$ cat src/rtl/hw2_result_acc_if.sv
// Handshake bundle for hw2_result_acc: sample input stream plus frame-summary output.
// master drives samples and out_ready; slave (the accumulator) drives in_ready and the summary.
interface hw2_result_acc_if #(
  parameter int CNT_W = 9
);
  localparam int SUM_W = 16 + CNT_W;

  logic             in_valid;
  logic [15:0]      in_d;
  logic             in_last;
  logic             in_ready;
  logic             out_valid;
  logic             out_ready;
  logic [SUM_W-1:0] out_sum;
  logic [CNT_W-1:0] out_count;
  logic [15:0]      out_max;
  logic             out_trunc;

  modport master (
    output in_valid, in_d, in_last, out_ready,
    input  in_ready, out_valid, out_sum, out_count, out_max, out_trunc
  );

  modport slave (
    input  in_valid, in_d, in_last, out_ready,
    output in_ready, out_valid, out_sum, out_count, out_max, out_trunc
  );
endinterface

$ cat src/rtl/hw2_result_acc.sv
// Frame accumulator: sums, counts and (with HW2_RESULT_ACC_MAX_EN) tracks the max of unsigned
// samples; a frame closes on in_last or at 2^CNT_W-1 samples, then the summary is held until taken.
module hw2_result_acc #(
  parameter int CNT_W = 9
) (
  input  logic              CLK,
  input  logic              reset,
  hw2_result_acc_if.slave   bus
);
  localparam int SUM_W = 16 + CNT_W;
  localparam logic [CNT_W-1:0] LIMIT = {CNT_W{1'b1}};

  typedef enum logic [1:0] {S_IDLE, S_ACC, S_HOLD} state_e;

  state_e           state_q, state_d;
  logic [SUM_W-1:0] sum_q, sum_d;
  logic [CNT_W-1:0] count_q, count_d;
  logic             trunc_q, trunc_d;

  logic             in_ready_w;
  logic             out_valid_w;
  logic             accept;
  logic             first;
  logic [CNT_W-1:0] count_nxt;
  logic             at_limit;
  logic             close;

  assign accept    = bus.in_valid && in_ready_w;
  assign first     = (state_q == S_IDLE);
  assign count_nxt = first ? CNT_W'(1) : count_q + CNT_W'(1);
  assign at_limit  = (count_nxt == LIMIT);
  assign close     = bus.in_last || at_limit;

  // FSM: state register
  always_ff @(posedge CLK) begin
    if (!reset) state_q <= S_IDLE;
    else        state_q <= state_d;
  end

  // FSM: next state
  always_comb begin
    state_d = state_q;
    case (state_q)
      S_IDLE, S_ACC: if (accept) state_d = close ? S_HOLD : S_ACC;
      S_HOLD:        if (bus.out_ready) state_d = S_IDLE;
      default:       state_d = S_IDLE;
    endcase
  end

  // FSM: outputs; in_ready is also gated by reset so nothing is taken while held in reset
  always_comb begin
    in_ready_w  = reset && (state_q != S_HOLD);
    out_valid_w = (state_q == S_HOLD);
  end

  // The first beat of a frame overwrites the previous summary rather than adding to it.
  always_comb begin
    sum_d   = sum_q;
    count_d = count_q;
    trunc_d = trunc_q;
    if (accept) begin
      sum_d   = first ? SUM_W'(bus.in_d) : sum_q + SUM_W'(bus.in_d);
      count_d = count_nxt;
      trunc_d = at_limit && !bus.in_last;
    end
  end

  always_ff @(posedge CLK) begin
    if (!reset) begin
      sum_q   <= '0;
      count_q <= '0;
      trunc_q <= 1'b0;
    end else begin
      sum_q   <= sum_d;
      count_q <= count_d;
      trunc_q <= trunc_d;
    end
  end

`ifdef HW2_RESULT_ACC_MAX_EN
  logic [15:0] max_q, max_d;

  always_comb begin
    max_d = max_q;
    if (accept && (first || (bus.in_d > max_q))) max_d = bus.in_d;
  end

  always_ff @(posedge CLK) begin
    if (!reset) max_q <= '0;
    else        max_q <= max_d;
  end

  assign bus.out_max = max_q;
`else
  assign bus.out_max = 16'h0000;
`endif

  assign bus.in_ready  = in_ready_w;
  assign bus.out_valid = out_valid_w;
  assign bus.out_sum   = sum_q;
  assign bus.out_count = count_q;
  assign bus.out_trunc = trunc_q;
endmodule

$ cat src/flat_wrapper.sv
// flat-port wrapper written by rule: the top's interface ports become plain ports
module hw2_result_acc_flat 
#(
  parameter int CNT_W = 9
)
  (CLK, reset, bus_in_valid, bus_in_d, bus_in_last, bus_out_ready, bus_in_ready, bus_out_valid, bus_out_sum, bus_out_count, bus_out_max, bus_out_trunc);
  hw2_result_acc_if #(.CNT_W(CNT_W)) bus_i ();
  input  logic CLK;
  input  logic reset;
  input wire logic [$bits(bus_i.in_valid)-1:0] bus_in_valid;
  input wire logic [$bits(bus_i.in_d)-1:0] bus_in_d;
  input wire logic [$bits(bus_i.in_last)-1:0] bus_in_last;
  input wire logic [$bits(bus_i.out_ready)-1:0] bus_out_ready;
  output wire logic [$bits(bus_i.in_ready)-1:0] bus_in_ready;
  output wire logic [$bits(bus_i.out_valid)-1:0] bus_out_valid;
  output wire logic [$bits(bus_i.out_sum)-1:0] bus_out_sum;
  output wire logic [$bits(bus_i.out_count)-1:0] bus_out_count;
  output wire logic [$bits(bus_i.out_max)-1:0] bus_out_max;
  output wire logic [$bits(bus_i.out_trunc)-1:0] bus_out_trunc;
  assign bus_i.in_valid = bus_in_valid;
  assign bus_i.in_d = bus_in_d;
  assign bus_i.in_last = bus_in_last;
  assign bus_i.out_ready = bus_out_ready;
  assign bus_in_ready = bus_i.in_ready;
  assign bus_out_valid = bus_i.out_valid;
  assign bus_out_sum = bus_i.out_sum;
  assign bus_out_count = bus_i.out_count;
  assign bus_out_max = bus_i.out_max;
  assign bus_out_trunc = bus_i.out_trunc;
  hw2_result_acc #(.CNT_W(CNT_W)) u_core (.CLK(CLK), .reset(reset), .bus(bus_i));
endmodule
$ cat config.mk
export PLATFORM = sky130hd
export DESIGN_NAME = hw2_result_acc_flat
export DESIGN_NICKNAME = d
export VERILOG_FILES = /design/src/rtl/hw2_result_acc_if.sv /design/src/rtl/hw2_result_acc.sv /design/src/flat_wrapper.sv
export SDC_FILE = /design/constraint.sdc
export NUM_CORES = 1
export LEC_CHECK = 0
export BUFFER_PORTS_ARGS = -buffer_cell sky130_fd_sc_hd__buf_2
export CORE_UTILIZATION = 53
export CTS_CLUSTER_DIAMETER = 50
export CTS_CLUSTER_SIZE = 16
export DETAILED_ROUTE_END_ITERATION = 16
export PLACE_DENSITY_LB_ADDON = 0.3
export SLEW_MARGIN = 20
export SYNTH_ARGS = -nofsm -noshare
export SYNTH_HDL_FRONTEND = slang
export SYNTH_SLANG_ARGS = --single-unit
export TNS_END_PERCENT = 5
$ cat constraint.sdc
create_clock -name CLK -period 3.3 [get_ports CLK]
set_clock_uncertainty 0.15 [all_clocks]
set_input_delay 0.495 -clock CLK [delete_from_list [all_inputs] [get_ports CLK]]
set_output_delay 0.495 -clock CLK [all_outputs]
set_load 0.01 [all_outputs]
# Word-level counts from Yosys, hierarchy flattened
# Cells that the tools add are included.
op_classes:
  n_reduce_logical: 8
  n_addsub: 2
  n_eq_ne: 6
  n_mux: 6
op_table:
  columns: ["operator", "count"]
  rows:
  - ["$add A25 B16 Y25", 1]
  - ["$mux W25", 1]
  - ["$add A9 B1 Y9 const B", 1]
  - ["$eq A9 B9 Y1 const B", 1]
  - ["$mux W9", 1]
  - ["$mux W2", 3]
  - ["$ne A2 B2 Y1 const B", 2]
  - ["$pmux W2 S2", 1]
  - ["$logic_and A1 B1 Y1", 3]
  - ["$eq A2 B1 Y1 const B", 1]
  - ["$eq A2 B2 Y1 const B", 1]
  - ["$logic_not A2 Y1", 1]
  - ["$ne A2 B1 Y1 const B", 1]
  - ["$reduce_and A2 Y1", 1]
  - ["$reduce_or A2 Y1", 1]
  - ["$logic_not A1 Y1", 1]
  - ["$logic_or A1 B1 Y1", 1]
totals:
  in_bits: 21
  out_inout_bits: 53
  elab_cells: 26
  regBits: 37

# Longest topological paths before layout
# Gate-level depths: netlist of the first run.
depth:
  word_depth: 7
  mapped_depth: 8
  ltp_nobuf: 8

# Least setup slack after synthesis of the first run
# Ideal clock, no wire load.
synth_timing:
  kind: "input to register"
  from: "in bus_in_d[0]"
  to: "reg u_core.sum_q[12], in the netlist u_core.bus.out_sum[12]"
  slack_ps: 826
  setup_time_ps: 136
  arrival_time_ps: 2188
  required_time_ps: 3014
  stages: 8
  path_buffers: 0
  cell_sequence: "ha_1 > fa_1 > a21o_1 > a221o_1 > a21oi_1 > o21ai_0 > xnor2_1 > a21oi_1"
synth_between:
  elab_chain_cells: 2
synth_rtl:
  columns: ["item", "line", "text"]
  rows:
  - ["from (decl)", "flat_wrapper.sv:11", "input wire logic [$bits(bus_i.in_d)-1:0] bus_in_d;"]
  - ["$add A25 B16 Y25", "hw2_result_acc.sv:62", "sum_d = first ? SUM_W'(bus.in_d) : sum_q + SUM_W'(bus.in_d);"]
  - ["$mux W25", "hw2_result_acc.sv:62", null]
  - ["to (signal assigned)", "hw2_result_acc.sv:74", "sum_q <= sum_d;"]
  - ["to (decl)", "hw2_result_acc.sv:16", "logic [SUM_W-1:0] sum_q, sum_d;"]
# Every way passes these cells.
# A chain may end at the register's enable or synchronous reset.

# Final worst setup path of the first run
layout_timing:
  from: "reg u_core.sum_q[0], in the netlist u_core.bus.out_sum[0]"
  to: "reg u_core.sum_q[16], in the netlist u_core.bus.out_sum[16]"
layout_between:
  elab_chain_cells: 2
layout_rtl:
  columns: ["item", "line"]
  rows:
  - ["$add A25 B16 Y25", "hw2_result_acc.sv:62"]
  - ["$mux W25", "hw2_result_acc.sv:62"]
# Every way passes these cells.

==> results of run 1 <==
-- final timing paths --
| check | cells past startpoint | start | end |
|---|---|---|---|
| setup / recovery | 8 | u_core.bus.out_sum[0] | u_core.bus.out_sum[16] |
| setup reg to reg | 8 | u_core.bus.out_sum[0] | u_core.bus.out_sum[16] |
| hold / removal | 2 | bus_in_last | u_core.bus.out_trunc |
| hold reg to reg | 1 | u_core.bus.out_trunc | u_core.bus.out_trunc |
-- critical path, cell delays in order, from the launching register on --
cell	delay (ns)
dfxtp_1	0.33
ha_1	0.24
fa_1	0.42
a21o_1	0.23
a221o_1	0.36
a21oi_2	0.33
a211oi_1	0.16
xnor2_1	0.17
nor2_1	0.05
-- metal layers --
metal / share of wire (%) / track usage, %
met1: 47 / 33.3
met2: 48 / 43.1
met3: 4.6 / 4.70
met4: 0.91 / 6.97
met5: 0 / 0
-- power by group --
part	leakage, nW	internal [mW]	switching (mW)
combinational	0.996	0.151	0.233
sequential	0.302	0.472	0.0245
clock	0.0512	0.169	0.171
-- sequential cells by signal, indices dropped and copies added (netlist names) --
register / flops
u_core.bus.out_sum: 25
u_core.bus.out_count: 9
u_core.state_q: 2
u_core.bus.out_trunc: 1
-- metrics by stage --
step	util, %	hold slack (ns)	worst slack (ns)
finish	63.8	0.228	0.744
global route	63.8	0.229	0.635
CTS	63.8	0.227	0.764
detailed placement	61.8	0.291	0.535
global placement	61.8	0.292	0.585
floorplan	-	0.338	0.826
-- cell usage in the layout, fill, tap and decap left out, drive strengths merged, types with 3 or more instances in the layout --
| cell | n |
|---|---|
| a31oi | 4 |
| inv | 4 |
| nand4 | 5 |
| clkbuf | 6 |
| xnor2 | 18 |
| nand2 | 48 |
| conb | 16 |
| buf | 62 |
| or3 | 5 |
| dfxtp | 37 |
| nor2 | 26 |
| a211oi | 4 |
| a21oi | 32 |
| ha | 17 |
| and2 | 7 |
| o21ai | 22 |
| xor2 | 7 |
| nor2b | 4 |
| nor3 | 3 |
| nand3 | 22 |
| o211ai | 7 |
| a21o | 4 |
-- cell families (layout without fill, tap and decap cells) --
group | Yosys count | in the layout
simple gates | 128 | 128
flops | 37 | 37
other cells | 1 | 16
compound gates | 95 | 95
mux | 2 | 2
buf+inv | 37 | 74
xor+xnor | 25 | 25
fa+ha+maj | 18 | 18
-- area by class of cell --
type / instances / area [µm²] / share of cell area [%]
clock buffer: 6 / 82.6 / 2.70
clock inverter: 2 / 13.8 / 0.451
inverter: 4 / 17.5 / 0.574
multi-input combinational: 284 / 1790 / 58.7
sequential: 37 / 741 / 24.3
tap: 67 / 83.8 / 2.74
timing repair buffer: 62 / 323 / 10.6
==> run_results.csv, run 1 <==
group,metric,value,unit
synth,yosysTopAreaCellShare,27.6,%
cts,cts_made_buffers,5,
final_layout,fillCellCount,454,
cts,cts_resized,0,
place,dpl.cell_count,454,
floorplanning,start_util,56.2,%
global_route,antenna_found_initial,0,
cts,clock_path_buffers,2,
place,place_congestion,0.910,
global_route,grt_pass1_vias,2396,
synth,netlist_instances,343,
setup_path,endpoint_kind,"flop",
final_layout,drive_gt1_share,20.8,%
pwr,total_leakage_power,1.35,nW
floorplanning,die_h,73.2,µm
synth,yosysMostFrequentCell,"nand2_1",
routing,initialDrtViolationCount,115,
setup_path,critPathArrivalTime,2.59,ns
floorplanning,core,4790,µm²
sta,drv_slew,0,
final_layout,antenna_cells,0,
setup_path,reg2reg_slack,0.74,ns
synth,synth_compound_area_share,23.6,%
sta,hold_violations,0,
sta,finalSetupViolations,0,
setup_path,startpoint_type,"flop",
pwr,ir_worst_vdd,0.216,mV
setup_path,worst_ep_required_time,3.33,ns
final_layout,instances_no_fill,462,
synth,yosysWarnings,0,
synth,syn_avg_cell_area,7.84,µm²
floorplanning,fp.dieArea,5360,µm²
routing,wire_per_inst,14.0,µm
synth,yosys.area_share.simple,23.3,%
sta,max_freq,391,MHz
final_layout,nets,433,
routing,finalWirelength,6450,µm
floorplanning,die_w,73.2,µm
synth,synth_edf_count,0,
pwr,pwr_density_cell,400,nW/µm²
global_route,grt_pass1_wl,10700,µm
final_layout,final_area,3050,µm²
synth,yosysSeqAreaShare,27.6,%
routing,via_per_inst,5.71,
cts,postCtsHoldBufs,0,
global_route,grt_max_degree,23,
synth,synth_common_cells,"nand2_1 (47), dfxtp_1 (37), a21oi_1 (31), nor2_1 (25), nand3_1 (22)",
sta,fin_setup_tns,0,ns
synth,synth_cell_types,61,
cts,cts_setup_buffers,0,
synth,synth_mux_area_share,0.791,%
sta,tightest_slew,0.652,ns
routing,dr_total_vias,2636,
synth,ys.flop_type,"dfxtp_1",
sta,slew_headroom,56.3,%
cts,h-tree-depth,2,
routing,dr.pass1.iters,4,
sta,fin_crit,2.56,ns
place,place_hpwl,4860,µm
setup_path,crit_type,"flop to flop",
floorplanning,io_pins,74,
place,port_buffers,57,
sta,period_share,77.5,%
synth,synth.area.top_cells,"dfxtp_1 (28%), ha_1 (7.9%), nand2_1 (6.6%), xnor2_1 (5.9%), a21oi_1 (5.8%)",
floorplanning,num_rows,25,
cts,cts.sinks,37,
routing,drcViolationCount,0,
synth,synthAdderAreaFrac,8.66,%
place,placed_cell_area,2960,µm²
final_layout,syn2layout_area_growth,13.6,%
synth,ys_async_sr_fraction,0,%
synth,synth_top_family_by_area,"compound AO/OA/AOI/OAI gates",
cts,clk_pin_slew_worst_paths,0.08,ns
worst_hold_path,min_path_type,"primary input to flop",
routing,antenna_left,0,
synth,yosys.area_share.xor_xnor,8.15,%
setup_path,cp_max_fo,5,
cts,clkLatencyLatePin,0.29,ns
global_route,grt_util_all_layers,25.6,%
pwr,finalPower,1.22,mW
run_status,outcome,"completed",
synth,ys_ff_latch,37,
global_route,gr-total-overflow,0,
run,cap_violations,0,
cts,cts_root_buffer,"clkbuf_8",
cts,cts_tree,"done",
synth,synth_area,2690,µm²
synth,synth_largest_area_cell,"dfxtp_1",
sta,grt_setup_unrepaired,"no",
(Power assumes the default switching activity.)
==> run 2: changes to the inputs <==
--- a/config.mk
+++ b/config.mk
@@ -5,8 +5,9 @@
 export SDC_FILE = /design/constraint.sdc
 export NUM_CORES = 1
 export LEC_CHECK = 0
+export ABC_AREA = 1
 export BUFFER_PORTS_ARGS = -buffer_cell sky130_fd_sc_hd__buf_2
-export CORE_UTILIZATION = 53
+export CORE_UTILIZATION = 49
 export CTS_CLUSTER_DIAMETER = 50
 export CTS_CLUSTER_SIZE = 16
 export DETAILED_ROUTE_END_ITERATION = 16
==> constraint.sdc (replaced) <==
create_clock -name CLK -period 2.3 [get_ports CLK]
set_clock_uncertainty 0.15 [all_clocks]
set_input_delay 0.345 -clock CLK [delete_from_list [all_inputs] [get_ports CLK]]
set_output_delay 0.345 -clock CLK [all_outputs]
set_load 0.01 [all_outputs]
==> run 2 against run 1 <==
  * Cell area grew 6.9%
  * Combinational power rose by 26%
  * Via count up 12%
  * Global-route usage shrank 1.1 points
  * Non-clock buffer count is 2 higher
  * Routed wire length increased by 9.4%
  * Critical path type unchanged
  * Critical endpoint is now u_core.bus.out_sum[22]
  * Largest power group unchanged
==> run_results.csv, run 2 <==
group,metric,value,unit
sta,period_share,90.6,%
synth,synth_edf_count,0,
pwr,pwr_density_cell,500,nW/µm²
cts,h-tree-depth,2,
synth,synth.area.top_cells,"dfxtp_1 (26%), nand2_1 (14%), a21oi_1 (7.8%), ha_1 (7.4%), nand3_1 (7.0%)",
run,cap_violations,0,
setup_path,reg2reg_from,"u_core.bus.out_sum[0]",
place,port_buffers,57,
synth,synth_common_cells,"nand2_1 (104), a21oi_1 (45), nor2_1 (45), nand3_1 (40), dfxtp_1 (37)",
sta,fin_crit,2.08,ns
setup_path,worst_ep_required_time,2.33,ns
final_layout,antenna_cells,0,
floorplanning,die_h,78.6,µm
synth,synth_largest_area_cell,"dfxtp_1",
setup_path,timing.critical_path.cells,"ha_1 -> fa_2 -> nand3_1 -> nand2_1 -> nand2_2 -> nand2_2 -> nand2_1 -> nand2_1 -> nand3_1 -> nand2_1 -> a21oi_1 -> nor2_1",
final_layout,syn2layout_area_growth,13.5,%
cts,clock_path_buffers,2,
setup_path,cpMostUsedCell,"nand2_1",
routing,dr.pass1.iters,4,
worst_hold_path,min_path_type,"primary input to flop",
floorplanning,die_w,78.6,µm
global_route,grt_util_all_layers,24.5,%
cts,cts_made_buffers,5,
floorplanning,core,5570,µm²
sta,hold_ws,0.161,ns
worst_hold_path,hold_start,"bus_out_ready",
floorplanning,start_util,51.6,%
synth,yosysSeqAreaShare,25.8,%
setup_path,critical_path_buf_inv_count,0,
routing,drcViolationCount,0,
pwr,finalPower,1.63,mW
place,place_hpwl,5500,µm
final_layout,final_area,3260,µm²
routing,initialDrtViolationCount,158,
global_route,gr-total-overflow,0,
cts,cts_setup_buffers,0,
setup_path,crit_family,"simple AND/OR/NAND/NOR gates",
synth,yosysMostFrequentCell,"nand2_1",
setup_path,critPathLaunch,"u_core.bus.out_sum[0]",
floorplanning,fp.dieArea,6180,µm²
synth,ys.flop_type,"dfxtp_1",
routing,finalWirelength,7060,µm
final_layout,final_cell_mix,"nand2_1 (104), buf_2 (57), nor2_1 (45), a21oi_1 (45), nand3_1 (40)",
floorplanning,num_rows,27,
place,place_congestion,0.898,
synth,synth_cell_types,33,
cts,cts_tree,"done",
routing,antenna_left,0,
global_route,grt_max_degree,22,
sta,hold_violations,0,
setup_path,cpPeakStageDelay,0.36,ns
global_route,grt_pass1_wl,12200,µm
global_route,antenna_found_initial,0,
sta,grt_setup_unrepaired,"no",
final_layout,drive_gt1_share,20.7,%
sta,drv_slew,0,
sta,finalSetupViolations,0,
global_route,grt_pass1_vias,2712,
cts,clk_pin_slew_worst_paths,0.08,ns
setup_path,critPathArrivalTime,2.12,ns
floorplanning,io_pins,74,
cts,cts_resized,0,
cts,clkLatencyLatePin,0.30,ns
setup_path,cp_max_fo,4,
synth,synth_area,2880,µm²
sta,fin_setup_tns,0,ns
pwr,total_leakage_power,1.60,nW
setup_path,endpoint_kind,"flop",
synth,syn_avg_cell_area,6.46,µm²
synth,netlist_instances,445,
sta,max_freq,480,MHz
setup_path,crit_type,"flop to flop",
final_layout,largest_register_ff_count,25,
final_layout,final_common_cell,"nand2_1",
routing,wire_per_inst,12.3,µm
final_layout,nets,541,
setup_path,startpoint_type,"flop",
routing,dr_total_vias,2959,
synth,ys_ff_latch,37,
routing,via_per_inst,5.15,
setup_path,slowest_stage,"fa_2",
pwr,ir_worst_vdd,0.298,mV
synth,ys_async_sr_fraction,0,%
cts,cts.sinks,37,
cts,postCtsHoldBufs,0,
synth,yosysTopAreaCellShare,25.8,%
synth,yosysWarnings,0,
run_status,outcome,"completed",
cts,cts_root_buffer,"clkbuf_8",
place,placed_cell_area,3180,µm²
==> run 2: final timing paths <==
check	slack (ns)	cells past startpoint	end
setup / recovery	0.22	12	u_core.bus.out_sum[22]
hold reg to reg	0.32	2	u_core.bus.out_trunc
setup reg to reg	0.22	12	u_core.bus.out_sum[22]
hold / removal	0.16	3	u_core.state_q[1]
==> run 2: worst reg2reg max path, cell delays in order, from the launching register on <==
cell and delay, ns:
dfxtp_1 0.33, ha_1 0.24, fa_2 0.36, nand3_1 0.09
nand2_1 0.10, nand2_2 0.10, nand2_2 0.07, nand2_1 0.08
nand2_1 0.08, nand3_1 0.07, nand2_1 0.10, a21oi_1 0.16
nor2_1 0.07
==> run 2: cell families after synthesis <==
group | share of synthesized area, %
buf+inv | 11.9
flops | 25.8
other cells | 0.130
fa+ha+maj | 8.09
compound gates | 15.5
simple gates | 36.2
xor+xnor | 2.44
==> run 2: area by class of cell <==
type / count / area (µm²)
inverter: 43 / 161
timing repair buffer: 64 / 338
clock buffer: 6 / 72.6
fill: 548 / 2310
multi-input combinational: 351 / 1850
sequential: 37 / 741
tap: 72 / 90.1
clock inverter: 2 / 10.0
==> run 2: power breakdown <==
part	total, mW	switching [mW]	internal (mW)	leakage [nW]
sequential	0.697	0.0263	0.671	0.302
combinational	0.484	0.313	0.171	1.25
clock	0.451	0.241	0.210	0.0450
==> run 2: metal layers <==
layer	share of wire, %	wire (µm)	up-vias	global-route usage (%)
met5	0	0	-	0
met4	0.92	65	0	6.48
met3	5.7	399	7	3.84
met2	47	3300	72	41.4
met1	47	3290	1336	32.1
li1	-	-	1544	-
==> run 2: per-stage QoR <==
step / util [%] / instances / setup WS (ns)
6_report: 58.6 / 575 / 0.217
5_1_grt: 58.6 / 575 / 0.0234
4_1_cts: 58.5 / 575 / 0.184
3_5_place_dp: 57.0 / 567 / 0.0701
3_3_place_gp: 57.0 / 567 / 0.106
2_1_floorplan: - / 460 / 0.322
